--- config.mk ---
export PLATFORM = sky130hd
export DESIGN_NAME = tcon_hold_reg
export DESIGN_NICKNAME = d
export VERILOG_FILES = /design/src/rtl/tcon_pkg.sv /design/src/rtl/tcon_chg_fifo.sv /design/src/rtl/tcon_hold_reg.sv
export SDC_FILE = /design/constraint.sdc
export NUM_CORES = 1
export LEC_CHECK = 0
export ABC_AREA = 1
export BUFFER_PORTS_ARGS = -buffer_cell sky130_fd_sc_hd__buf_2
export CAP_MARGIN = 25
export CORE_MARGIN = 2
export CORE_UTILIZATION = 43
export DETAILED_ROUTE_END_ITERATION = 8
export PLACE_DENSITY = 0.67
export SETUP_SLACK_MARGIN = 0.05
export SLEW_MARGIN = 20
export SYNTH_ARGS = -nofsm -noshare
export SYNTH_HDL_FRONTEND = slang
export SYNTH_SLANG_ARGS = --single-unit
export TNS_END_PERCENT = 5
--- constraint.sdc ---
create_clock -name clk -period 1.8 [get_ports clk]
set_input_delay 0.36 -clock clk [delete_from_list [all_inputs] [get_ports clk]]
set_output_delay 0.36 -clock clk [all_outputs]
set_load 0.1 [all_outputs]
--- src/rtl/tcon_pkg.sv ---
// +----------------------------------------------------------------+
// | tcon_pkg - shared defaults and types for the tcon hold stage     |
// | Rev 1.0                                                          |
// +----------------------------------------------------------------+
`default_nettype none

package tcon_pkg;
   localparam int TCON_WIDTH   = 8;
   localparam int TCON_DEPTH   = 2;
   localparam int TCON_RST_VAL = 0;
   localparam int TCON_CNT_W   = 8;

   typedef logic [TCON_WIDTH-1:0] tcon_word_t;
endpackage

`default_nettype wire

--- src/rtl/tcon_chg_fifo.sv ---
// +----------------------------------------------------------------+
// | tcon_chg_fifo - synchronous FIFO with registered head output    |
// | Rev 1.0                                                          |
// +----------------------------------------------------------------+
`default_nettype none

module tcon_chg_fifo #(
   parameter int WIDTH = 8,
   parameter int DEPTH = 2
) (
   input  logic                       clk,
   input  logic                       rst,
   input  logic                       push,
   input  logic [WIDTH-1:0]           data_in,
   input  logic                       pop,
   output logic                       valid,
   output logic [WIDTH-1:0]           data_out,
   output logic                       full,
   output logic [$clog2(DEPTH+1)-1:0] count
);
   localparam int PTR_W = $clog2(DEPTH);
   localparam int OCC_W = $clog2(DEPTH+1);

   logic [WIDTH-1:0] r_mem [DEPTH];
   logic [PTR_W-1:0] r_wptr;
   logic [PTR_W-1:0] r_rptr;
   logic [PTR_W-1:0] w_rptr_n;
   logic [OCC_W-1:0] r_count;
   logic [OCC_W-1:0] w_count_n;
   logic [WIDTH-1:0] r_dout;
   logic             w_pop;
   logic             w_push;

   assign valid    = (r_count != '0);
   assign full     = (r_count == OCC_W'(DEPTH));
   assign data_out = r_dout;
   assign count    = r_count;

   // A push on a full FIFO only succeeds if a pop frees a slot on the same edge.
   assign w_pop    = pop & valid;
   assign w_push   = push & (~full | w_pop);
   assign w_rptr_n = w_pop ? r_rptr + PTR_W'(1) : r_rptr;

   always_comb begin
      w_count_n = r_count;
      if (w_push && !w_pop) begin
         w_count_n = r_count + OCC_W'(1);
      end else if (!w_push && w_pop) begin
         w_count_n = r_count - OCC_W'(1);
      end
   end

   always_ff @(posedge clk) begin
      if (w_push && !rst) begin
         r_mem[r_wptr] <= data_in;
      end
   end

   always_ff @(posedge clk) begin
      if (rst) begin
         r_wptr  <= '0;
         r_rptr  <= '0;
         r_count <= '0;
         r_dout  <= '0;
      end else begin
         if (w_push) begin
            r_wptr <= r_wptr + PTR_W'(1);
         end
         r_rptr  <= w_rptr_n;
         r_count <= w_count_n;
         // Next head is either the entry being written this edge or one already stored.
         if (w_count_n != '0) begin
            r_dout <= (w_push && (r_wptr == w_rptr_n)) ? data_in : r_mem[w_rptr_n];
         end
      end
   end
endmodule

`default_nettype wire

--- src/rtl/tcon_hold_reg.sv ---
// +----------------------------------------------------------------+
// | tcon_hold_reg - tcon load/hold state register with change stream |
// | Rev 1.0                                                          |
// +----------------------------------------------------------------+
`default_nettype none

module tcon_hold_reg
   import tcon_pkg::*;
#(
   parameter int               WIDTH   = TCON_WIDTH,
   parameter int               DEPTH   = TCON_DEPTH,
   parameter logic [WIDTH-1:0] RST_VAL = WIDTH'(TCON_RST_VAL),
   parameter int               CNT_W   = TCON_CNT_W
) (
   input  logic             clk,
   input  logic             rst,
   input  logic             sel,
   input  logic [WIDTH-1:0] load_data,
   output logic [WIDTH-1:0] q,
   output logic             chg_valid,
   output logic [WIDTH-1:0] chg_data,
   input  logic             chg_ready,
   output logic             ovf,
   input  logic             ovf_clr,
   output logic [CNT_W-1:0] chg_cnt
);
   localparam int OCC_W = $clog2(DEPTH+1);

   logic [WIDTH-1:0] r_q;
   logic             r_ovf;
   logic [CNT_W-1:0] r_cnt;
   logic             w_chg;
   logic             w_pop;
   logic             w_full;
   logic             w_drop;
   logic             w_valid;
   logic [OCC_W-1:0] w_count;

   // Reloading the value already held is not a change.
   assign w_chg  = sel & (load_data != r_q);
   assign w_pop  = chg_ready & (w_count != '0);
   assign w_drop = w_chg & w_full & ~w_pop;

   tcon_chg_fifo #(
      .WIDTH (WIDTH),
      .DEPTH (DEPTH)
   ) u_chg_fifo (
      .clk      (clk),
      .rst      (rst),
      .push     (w_chg),
      .data_in  (load_data),
      .pop      (chg_ready),
      .valid    (w_valid),
      .data_out (chg_data),
      .full     (w_full),
      .count    (w_count)
   );

   always_ff @(posedge clk) begin
      if (rst) begin
         r_q   <= RST_VAL;
         r_ovf <= 1'b0;
         r_cnt <= '0;
      end else begin
         if (sel) begin
            r_q <= load_data;
         end
         if (w_drop) begin
            r_ovf <= 1'b1;
         end else if (ovf_clr) begin
            r_ovf <= 1'b0;
         end
         if (w_chg && (r_cnt != '1)) begin
            r_cnt <= r_cnt + CNT_W'(1);
         end
      end
   end

   assign q         = r_q;
   assign chg_valid = w_valid;
   assign ovf       = r_ovf;
   assign chg_cnt   = r_cnt;
endmodule

`default_nettype wire

==> impl_metrics.env <==
export IMPL_run_status="finished, final reports clean"
export IMPL_rsz0062_at_grt="true"
export IMPL_final_min_clock_period_ps=1790
export IMPL_first_global_vias=1681
export IMPL_globalRoute_totalOverflow=0
export IMPL_slowest_delay_ps=330
export IMPL_worstSetupStartpointType="register"
export IMPL_die_w_um=75.4
export IMPL_die_area_um2=5680
export IMPL_setup_tns_final_ps=0
export IMPL_dpl_instance_area_um2=2700
export IMPL_multi_input_logic_area_um2=1040
export IMPL_met2_layer_wire_length_in_the_routed_design_um=2370
export IMPL_timing_critical_path_fanout_max=8
export IMPL_tritonroute_pass_1_iters=4
export IMPL_timing_worst_setup_path_type="register to register"
export IMPL_cp_cell_sequence="inv_2, ha_4, inv_12, nand2_8, xor2_4, buf_6, xor2_4, nand2_4, nand2_2, nand2_1, a21oi_2, nor2_1"
export IMPL_power_switching_mw=1.58
export IMPL_route_layer_met1_wl_um=2080
export IMPL_initial_utilization_pct=45.5
export IMPL_final_fill_count=472
export IMPL_origin_of_the_worst_min_delay_path="ovf_clr"
export IMPL_syn_instance_count=255
export IMPL_vias_per_cell=4.78
export IMPL_seqCellArea_um2=1110
export IMPL_clk_latency_ps=290
export IMPL_rr_startpoint="u_chg_fifo.count[0]$_SDFF_PP0_"
export IMPL_synth_sequential_area_ratio_pct=48.4
export IMPL_syn_nets=271
export IMPL_grt_first_pass_wirelength_um=7600
export IMPL_drive_above_1_share_pct=42.1
export IMPL_mappedNetlistArea_um2=2190
export IMPL_finalHoldViolCount=0
export IMPL_min_delay_path_depth=4
export IMPL_path_common_cell="sky130_fd_sc_hd__xor2_4"
export IMPL_worstPathBufferInverterCount=3
export IMPL_drt_antenna_violating_nets=0
export IMPL_cts_htree_levels=2
export IMPL_slew_limit_headroom_pct=54.9
export IMPL_synth_cell_type_count=24
export IMPL_io_pin_count=39
export IMPL_setup_reg_to_reg_worst_slack_ps=10
export IMPL_worst_ir_drop_vdd_mv=0.544
export IMPL_uppermost_layer_routed="met4"
export IMPL_r2r_cells=12
export IMPL_clk_pin_slew_worst_paths_ps=80
export IMPL_cts_buffer_depth=2
export IMPL_tritoncts="built"
export IMPL_nets=333
export IMPL_synth_avg_cell_area_um2=8.59
export IMPL_dieHeight_um=75.4
export IMPL_switching_share_pct=42.9
export IMPL_met3RoutedLength_um=195
export IMPL_timing_final_ws_setup_ps=14.7
export IMPL_hold_path_endpoint="ovf$_SDFFE_PP0P_"
export IMPL_path_delay_family="XOR/XNOR gates"
export IMPL_async_flop_share_pct=0
export IMPL_seq_power_share_pct=33.5
export IMPL_global_route_usage_total_pct=17.8
export IMPL_worst_path_stages=12
export IMPL_hold_class="input pin to register"
export IMPL_leakage_power_nw=1.28
export IMPL_setup_viol=0
export IMPL_synth_seq_cells=45
export IMPL_internal_power_mw=2.11
export IMPL_insertedDiodeCount=0
export IMPL_detail_route_iter0_violations=106
export IMPL_number_of_enable_type_register_cells_in_the_synthesized_netlist=16
export IMPL_crit_arrival_ps=1980
export IMPL_grt_start_max_net_pins=24
export IMPL_numClockSinks=45
export IMPL_final_min_period_over_clock_period_pct=99.2
export IMPL_wl_per_cell_um=12.1
export IMPL_grt_antenna_before_repair=0
export IMPL_placeableCoreArea_um2=4820
export IMPL_skew_ps=5.83
export IMPL_count_of_vias_placed_by_the_detailed_router=1842
export IMPL_ys_dominant_reg_cell="sky130_fd_sc_hd__dfxtp_1"
export IMPL_critical_path_endpoint_type="register"
export IMPL_r2r_end="u_chg_fifo.data_out[5]$_SDFFE_PP0P_"
export IMPL_data_required_time_at_the_worst_endpoint_ps=1990
export IMPL_achievable_frequency_mhz=560
export IMPL_power_combinational_fraction_pct=46.6
export IMPL_drc=0
export IMPL_post_route_cell_area_um2=2880
export IMPL_slowest_stage="sky130_fd_sc_hd__dfxtp_2"
export IMPL_final_core_utilization_pct=59.8
export IMPL_max_cap_violations=0
export IMPL_drv_slew=0
export IMPL_power_frac_clock_pct=19.9
export IMPL_drt_wl_total_um=4660
export IMPL_pwr_density_cell_nw_per_um2=1280
export IMPL_cts_hold_repair_buffers=0
export IMPL_worst_pin_slew_ps=675
export IMPL_post_place_ws_ps=-98.1
export IMPL_clockRootBuffer="sky130_fd_sc_hd__clkbuf_8"
export IMPL_number_of_buffers_inserted_by_port_buffering=38
export IMPL_hpwl_um=3410
export IMPL_cts_buffers=5
export IMPL_area_growth_synth_to_final_pct=31.4
export IMPL_rows=25
export IMPL_gp_routability_congestion=0.770
export IMPL_count_of_synthesis_stage_warnings_from_yosys=0
==> power groups by stage <==
stage                     logic, mW  clock network [mW]  registers, mW
after floorplan               0.750                   0           1.81
after global placement         1.62                   0           1.26
after detailed placement       1.64                   0           1.26
after CTS                      1.73               0.756           1.24
after global routing           1.85               0.800           1.25
final                          1.72               0.736           1.24
==> cells in the mapped netlist, drive strengths merged (3+ instances only) <==
master / number / area share (%)
mux2: 8 / 4.1
xnor2: 6 / 2.4
o21ai: 14 / 3.2
nand2: 57 / 11
inv: 34 / 5.8
dfxtp: 29 / 26
edfxtp: 16 / 22
nor3: 3 / 0.69
ha: 3 / 1.7
nor2: 31 / 6.1
clkbuf: 4 / 1.1
nand3: 23 / 5.3
a21oi: 19 / 5.9
nand4: 3 / 0.86
==> metrics by stage <==
stage / cells / power [mW] / hold WS [ps]
after floorplan: 255 / 2.56 / 459
after global placement: 374 / 2.88 / 444
after detailed placement: 374 / 2.90 / 447
after CTS: 385 / 3.73 / 303
after global routing: 385 / 3.90 / 310
final: 385 / 3.70 / 314
==> worst reg2reg max path, cell delays in order (launching register included) <==
cell,delay [ps]
sky130_fd_sc_hd__dfxtp_2,330
sky130_fd_sc_hd__inv_2,70
sky130_fd_sc_hd__ha_4,170
sky130_fd_sc_hd__inv_12,40
sky130_fd_sc_hd__nand2_8,60
sky130_fd_sc_hd__xor2_4,180
sky130_fd_sc_hd__buf_6,140
sky130_fd_sc_hd__xor2_4,230
sky130_fd_sc_hd__nand2_4,150
sky130_fd_sc_hd__nand2_2,90
sky130_fd_sc_hd__nand2_1,50
sky130_fd_sc_hd__a21oi_2,110
sky130_fd_sc_hd__nor2_1,60
==> layout by cell type, fill, tap and decap left out, drive strengths merged, types with 3 or more instances in the layout <==
cell     n
o21ai   14
a21oi   19
mux2     8
nand2   57
buf     61
nand3   23
nand4    3
xnor2    6
edfxtp  16
inv     34
nor3     3
dfxtp   29
nor2    31
clkbuf   6
ha       3
==> registers in the layout (all words and copies together) (netlist names) <==
name and count:
u_chg_fifo.r_rptr 1, u_chg_fifo.data_out 8, ovf 1, u_chg_fifo.r_wptr 1, u_chg_fifo.r_mem 16, q 8, chg_cnt 8, u_chg_fifo.count 2
==> routing by layer <==
layer,global-route usage [%],up-vias
met2,31.0,35
met1,22.2,847
met3,4.76,2
li1,-,958
met5,0,-
met4,3.51,0
==> timing repair <==
action | CTS | global route
pin swaps | 9 | 5
endpoints found under the setup margin | 8 | 26
gates resized for setup | 15 | 4
setup buffers | 3 | 0
==> cells by family after synthesis <==
kind of cell	after synthesis	synth area share (%)
fa+ha+maj	3	1.71
buf+inv	40	7.82
compound gates	34	9.37
simple gates	117	23.6
flops	45	48.4
xor+xnor	8	4.91
mux	8	4.11
==> layout make-up <==
cell class              count  share of cell area [%]
clock buffers               6                    2.52
repair buffers             61                    13.9
flip-flops and latches     45                    38.4
inverters                  34                    4.95
well taps                  67                    2.91
clock inverters             2                    1.17
multi-input cells         170                    36.2
==> how the worst max path moves through the flow <==
stage	start	to
CTS	u_chg_fifo.count[0]$_SDFF_PP0_	u_chg_fifo.data_out[2]$_SDFFE_PP0P_
global route	u_chg_fifo.count[0]$_SDFF_PP0_	u_chg_fifo.data_out[2]$_SDFFE_PP0P_
floorplan	u_chg_fifo.count[1]$_SDFF_PP0_	u_chg_fifo.data_out[0]$_SDFFE_PP0P_
finish	u_chg_fifo.count[0]$_SDFF_PP0_	u_chg_fifo.data_out[5]$_SDFFE_PP0P_
global placement	load_data[1]	u_chg_fifo.data_out[0]$_SDFFE_PP0P_
detailed placement	load_data[1]	u_chg_fifo.data_out[5]$_SDFFE_PP0P_
No activity file was read; power rests on OpenSTA's default activity.
